`src/rtl/prog_clock_divider.sv`:
```
// Programmable multi-channel clock divider. Each channel divides clock_in by
// a run-time divisor D and produces a high phase of H cycles at the end of
// each period, plus a one-cycle tick in the last cycle of the period.
// New D/H settings are loaded into a shadow copy and take effect at the next
// period boundary, so a running period is never cut short or stretched.
//
// Parameters: WIDTH (counter/divisor bits), CHANNELS, DEFAULT_DIVISOR.
// Ports:
//   clock_in    sole clock, rising edge
//   reset_n     asynchronous active-low reset
//   enable      per-channel run enable
//   load        per-channel strobe capturing divisor_in/high_in
//   divisor_in  packed divisors, channel i at [i*WIDTH +: WIDTH]
//   high_in     packed high-phase lengths, same packing
//   clock_out   registered divided clock per channel
//   tick_out    pulse in the last cycle of each period
//   pending     a loaded setting is waiting for its period boundary
// Optional macro CLKDIV_SYNC_EN adds input sync_in, which restarts every
// enabled channel at count 0 and applies any pending setting.

module prog_clock_divider #(
    parameter int WIDTH           = 28,
    parameter int CHANNELS        = 2,
    parameter int DEFAULT_DIVISOR = 6
) (
    input  logic                      clock_in,
    input  logic                      reset_n,
`ifdef CLKDIV_SYNC_EN
    input  logic                      sync_in,
`endif
    input  logic [CHANNELS-1:0]       enable,
    input  logic [CHANNELS-1:0]       load,
    input  logic [CHANNELS*WIDTH-1:0] divisor_in,
    input  logic [CHANNELS*WIDTH-1:0] high_in,
    output logic [CHANNELS-1:0]       clock_out,
    output logic [CHANNELS-1:0]       tick_out,
    output logic [CHANNELS-1:0]       pending
);

    localparam logic [WIDTH-1:0] DEF_D = WIDTH'(DEFAULT_DIVISOR);
    localparam logic [WIDTH-1:0] ONE   = WIDTH'(1);
    localparam logic [WIDTH-1:0] TWO   = WIDTH'(2);

    // Divisors below 2 cannot form a period with both phases; treat as 2.
    function automatic logic [WIDTH-1:0] eff_div(input logic [WIDTH-1:0] d);
        return (d < TWO) ? TWO : d;
    endfunction

    // Length of the low phase: count value at which clock_out goes high.
    // H=0 means a 50/50 split; H >= Deff is clamped so one low cycle remains.
    function automatic logic [WIDTH-1:0] low_len(
        input logic [WIDTH-1:0] d,
        input logic [WIDTH-1:0] h
    );
        logic [WIDTH-1:0] de;
        logic [WIDTH-1:0] he;
        de = eff_div(d);
        if (h == '0) begin
            he = de >> 1;
        end else if (h >= de) begin
            he = de - ONE;
        end else begin
            he = h;
        end
        return de - he;
    endfunction

    logic sync;
`ifdef CLKDIV_SYNC_EN
    assign sync = sync_in;
`else
    assign sync = 1'b0;
`endif

    for (genvar i = 0; i < CHANNELS; i++) begin : g_ch
        logic [WIDTH-1:0] d_act;
        logic [WIDTH-1:0] h_act;
        logic [WIDTH-1:0] d_sh;
        logic [WIDTH-1:0] h_sh;
        logic [WIDTH-1:0] cnt;
        logic             pend;
        logic             clk_q;

        logic [WIDTH-1:0] d_nx;
        logic [WIDTH-1:0] h_nx;
        logic [WIDTH-1:0] cnt_nx;
        logic             pend_nx;
        logic             clk_nx;

        logic [WIDTH-1:0] d_new;
        logic [WIDTH-1:0] h_new;
        logic             wrap;

        assign d_new = divisor_in[i*WIDTH +: WIDTH];
        assign h_new = high_in[i*WIDTH +: WIDTH];

        // >= rather than == keeps the counter bounded even if D shrinks.
        assign wrap = (cnt >= eff_div(d_act) - ONE);

        always_comb begin
            d_nx    = d_act;
            h_nx    = h_act;
            pend_nx = pend;
            cnt_nx  = cnt + ONE;
            if (!enable[i]) begin
                // Idle: no period in flight, so settings apply at once.
                cnt_nx  = '0;
                pend_nx = 1'b0;
                if (load[i]) begin
                    d_nx = d_new;
                    h_nx = h_new;
                end else if (pend) begin
                    d_nx = d_sh;
                    h_nx = h_sh;
                end
            end else if (sync) begin
                // Restart: the old shadow goes live, a same-edge load waits.
                cnt_nx  = '0;
                pend_nx = load[i];
                if (pend) begin
                    d_nx = d_sh;
                    h_nx = h_sh;
                end
            end else if (wrap) begin
                cnt_nx  = '0;
                pend_nx = 1'b0;
                if (load[i]) begin
                    d_nx = d_new;
                    h_nx = h_new;
                end else if (pend) begin
                    d_nx = d_sh;
                    h_nx = h_sh;
                end
            end else if (load[i]) begin
                pend_nx = 1'b1;
            end
            // Output flop follows the count it will accompany next cycle.
            clk_nx = (cnt_nx >= low_len(d_nx, h_nx));
        end

        always_ff @(posedge clock_in or negedge reset_n) begin
            if (!reset_n) begin
                d_act <= DEF_D;
                h_act <= '0;
                d_sh  <= DEF_D;
                h_sh  <= '0;
                cnt   <= '0;
                pend  <= 1'b0;
                clk_q <= 1'b0;
            end else begin
                d_act <= d_nx;
                h_act <= h_nx;
                cnt   <= cnt_nx;
                pend  <= pend_nx;
                clk_q <= clk_nx;
                if (load[i]) begin
                    d_sh <= d_new;
                    h_sh <= h_new;
                end
            end
        end

        assign clock_out[i] = clk_q;
        assign tick_out[i]  = enable[i] & wrap;
        assign pending[i]   = pend;
    end

endmodule
```
`config.mk`:
```
export PLATFORM = sky130hd
export DESIGN_NAME = prog_clock_divider
export DESIGN_NICKNAME = d
export VERILOG_FILES = /design/src/rtl/prog_clock_divider.sv
export SDC_FILE = /design/constraint.sdc
export NUM_CORES = 1
export LEC_CHECK = 0
export ABC_AREA = 1
export ABC_CLOCK_PERIOD_IN_PS = 23400
export CORE_AREA = 2 2 194 196
export DETAILED_ROUTE_END_ITERATION = 7
export DIE_AREA = 0 0 196 198
export PLACE_DENSITY = 0.86
export RECOVER_POWER = 50
export SLEW_MARGIN = 20
export SYNTH_ARGS = -nofsm -noshare
export SYNTH_HDL_FRONTEND = slang
export SYNTH_SLANG_ARGS = --single-unit
```
`constraint.sdc`:
```
create_clock -name clock_in -period 23.4 [get_ports clock_in]
set_clock_uncertainty 0.2 [all_clocks]
set_input_delay 3.51 -clock clock_in [delete_from_list [all_inputs] [get_ports clock_in]]
set_output_delay 3.51 -clock clock_in [all_outputs]
set_load 0.03 [all_outputs]
```
==> flow_metrics.tcl <==
set metrics [dict create \
    status "finished with violations" \
    violations "capacitance limit, slew limit" \
    fin_nets 3925 \
    dp_hpwl_mm 62.7 \
    endpoint_kind "register" \
    io_buffers 123 \
    drt_wl_total_mm 83.3 \
    clock_path_buffers 3 \
    tightest_slew_ns 4.25 \
    fmax_mhz 61.7 \
    drc_errors 0 \
    final_cell_count_no_fill 4079 \
    vias 25000 \
    fin_crit_sh 0.693 \
    synthArstFlopShare 1.00 \
    vias_per_cell 6.13 \
    worstSetupPathType "input pin to register" \
    seq_area_mm2 0.00712 \
    fin_tns_setup_ns 0 \
    synth_compound_area_frac 0.160 \
    clkTransAtPathRegs_ns 0.06 \
    synth_flop_cell "dfrtp_1" \
    place_inst 4014 \
    arrival_ns 16.47 \
    crit_required_ns 23.65 \
    critPathMaxFanout 92 \
    synth_fa_ha_area_frac 0.119 \
    synth.top_cells.by_area "dfrtp_1, nand2_1, ha_1, inv_1, a21oi_1" \
    setup_viol 0 \
    muxShareOfSynthArea 0 \
    dr.pass1.iters 7 \
    grt_pass1_wl_mm 131 \
    syn-cell-area_mm2 0.0243 \
    die_h_um 198 \
    ioPinCount 124 \
    maxSlewViolCount 545 \
    htree_levels 2 \
    ir_drop_mv 0.0724 \
    area_growth_pct 10.6 \
    post_cts_buffers 0 \
    rsz0062_at_grt "false" \
    wl_per_cell_um 20.4 \
    synth_cells 3525 \
    ctsHoldBuffers 0 \
    gp_congestion 1.04 \
    cts_tree "yes" \
    yosys.area_share.simple 0.280 \
    yosysSeqAreaShare 0.293 \
    multi_input_area_mm2 0.0149 \
    drive_gt1_frac 0.0408 \
    ant_nets 0 \
    synth_top_family_by_area "simple AND/OR/NAND/NOR gates" \
    startpoint_type "input pin" \
    die_area_mm2 0.0388 \
    holdWs_ns 0.270 \
    yosysUniqueCellTypes 57 \
    path_common_cell "o21ai_0" \
    cts-resized-gates 0 \
    die_w_um 196 \
    initial_utilization 0.657 \
    grt_use_met2 0.747 \
    max-slew-margin-rel -1.84 \
    synth_edf_count 0 \
    cts_buffers 35 \
    p_per_area_mw_per_mm2 80.7 \
    crit_buf_inv 8 \
    yosys.area.top_type "dfrtp_1" \
    crit_family "buffers and inverters" \
    grt_use_total 0.433 \
    clock_latency_ns 0.59 \
    hold_path_class "register to register" \
    final_hold_viol_count 0 \
    synth_xor_area_frac 0.0563 \
    n_fill_cell 2911 \
    grt_start_max_net_pins 110 \
    antenna_found_initial 1 \
    rows 71 \
    busiest_layer "met2" \
    overflow 0 \
    maxCapViolCount 7 \
    timing.final.crit_period_ns 16.22 \
    crit_slowest_cell "clkbuf_1" \
    core_mm2 0.0370 \
    syn_area_per_cell_um2 6.89 \
    ys_seq_elements 284 \
    cellLeakagePower_nw 13.2 \
    drt_iter0_drc 2260 \
    grt_pass1_vias 24800 \
    synth.net_count 3873 \
    yosysWarnings 0 \
    met3_usage 0.0756 \
    clock_sinks 284 \
    root_buffer "clkbuf_16" \
    synth.top_cell.area_share 0.284 \
    use_met1 0.459 \
    slowest_delay_ns 2.70 \
]
[cells by family (layout without fill, tap and decap cells)]
| family | count (synthesis) | in the layout |
|---|---|---|
| flip-flops | 284 | 284 |
| XOR/XNOR | 156 | 156 |
| adder cells (fa/ha/maj) | 230 | 230 |
| AND/OR/NAND/NOR | 1615 | 1615 |
| buffers and inverters | 553 | 632 |
| AO/OA/AOI/OAI | 687 | 687 |
| other | 0 | 1 |
[synth_stat cells (3+ instances only)]
master    instances
nand2_1         962
inv_1           417
nor2_1          328
dfrtp_1         276
a21oi_1         258
ha_1            228
o21ai_0         212
xor2_1          112
nand4_1         103
nand3_1          97
clkbuf_1         64
o21a_1           55
a21boi_0         53
nor3_1           52
o21ai_1          50
xnor2_1          44
buf_2            19
nand2_2          19
nor4_1           17
buf_1            16
buf_4            14
o211ai_1         14
buf_6            11
inv_2            11
nor2_2            9
o21ai_2           9
a211oi_1          8
dfstp_2           8
a31oi_1           5
nor2_4            4
nor3_2            4
o221ai_1          4
a21o_1            3
and3_1            3
nand3_4           3
nand3b_1          3
o21bai_1          3
o22ai_1           3
[state kept, by name, summed over array words and instances, names as in the netlist]
signal	count
g_ch.clk_q	2
g_ch.cnt	56
g_ch.d_act	56
g_ch.d_sh	56
g_ch.h_act	56
g_ch.h_sh	56
g_ch.pend	2
[area by class of cell]
type                            count  area share
Inverter                          429      0.0600
Tap cell                          474      0.0221
Sequential cell                   284       0.265
Multi-Input combinational cell   2688       0.556
Timing Repair Buffer              139      0.0490
Clock buffer                       48      0.0367
Antenna cell                        1   0.0000932
Clock inverter                     16      0.0106
[path summary, 6_finish.rpt]
kind                       slack (ns)               to         startpoint  cells after the start
hold / removal                   0.27  g_ch[1].d_sh[2]    g_ch[1].d_sh[2]                      2
min in group asynchronous        3.84   g_ch[1].cnt[5]            reset_n                      1
max in group asynchronous       13.61     g_ch[0].pend            reset_n                      3
hold reg to reg                  0.27  g_ch[1].d_sh[2]    g_ch[1].d_sh[2]                      2
setup / recovery                 7.18    g_ch[1].clk_q            load[1]                     46
setup reg to reg                10.06    g_ch[0].clk_q  g_ch[0].d_act[12]                     68
[report_power, final]
| group | total [mW] | internal [mW] | switching [mW] | leakage [nW] |
|---|---|---|---|---|
| registers | 0.572 | 0.536 | 0.0360 | 3.45 |
| logic | 0.996 | 0.343 | 0.652 | 9.18 |
| clock network | 0.600 | 0.357 | 0.243 | 0.615 |
[placed cells by master (no fill, tap or decap), types with 10 or more instances in the layout]
master           netlist  routed
nor3_1                52      52
nor2_2                 9      10
o21ai_1               50      50
o21ai_0              212     212
a21boi_0              53      53
inv_2                 11      11
nor2_1               328     327
clkbuf_16              0      35
xnor2_1               44      44
o211ai_1              14      14
a21oi_1              258     257
xor2_1               112     112
clkdlybuf4s50_1        0     120
ha_1                 228     228
clkbuf_1              64      14
nand3_1               97      97
inv_1                417     416
nand4_1              103     103
dfrtp_1              276     274
nand2_1              962     962
nand2_2               19      19
o21a_1                55      55
nor4_1                17      17
[metal layers]
layer | up-vias | routed length [um] | part of all wire
met5 | - | 0 | 0
met4 | 0 | 8860 | 0.11
met3 | 490 | 6090 | 0.073
met2 | 1345 | 39200 | 0.47
met1 | 11500 | 29100 | 0.35
li1 | 11600 | - | -
[worst min-delay path, stage by stage (launching register included)]
cell	delay (ns)
dfstp_2	0.37
nand2_1	0.05
nand2_1	0.05
[per-stage QoR]
step | total power [mW] | util | area (um2) | worst slack, ns
2_1_floorplan | 1.24 | - | 24300 | 13.13
5_1_grt | 2.30 | 0.727 | 26900 | 6.07
3_5_place_dp | 1.53 | 0.693 | 25600 | 10.03
6_report | 2.17 | 0.727 | 26900 | 7.18
4_1_cts | 2.14 | 0.727 | 26900 | 10.29
3_3_place_gp | 1.50 | 0.693 | 25600 | 10.34
No activity file was read; power rests on OpenSTA's default activity.
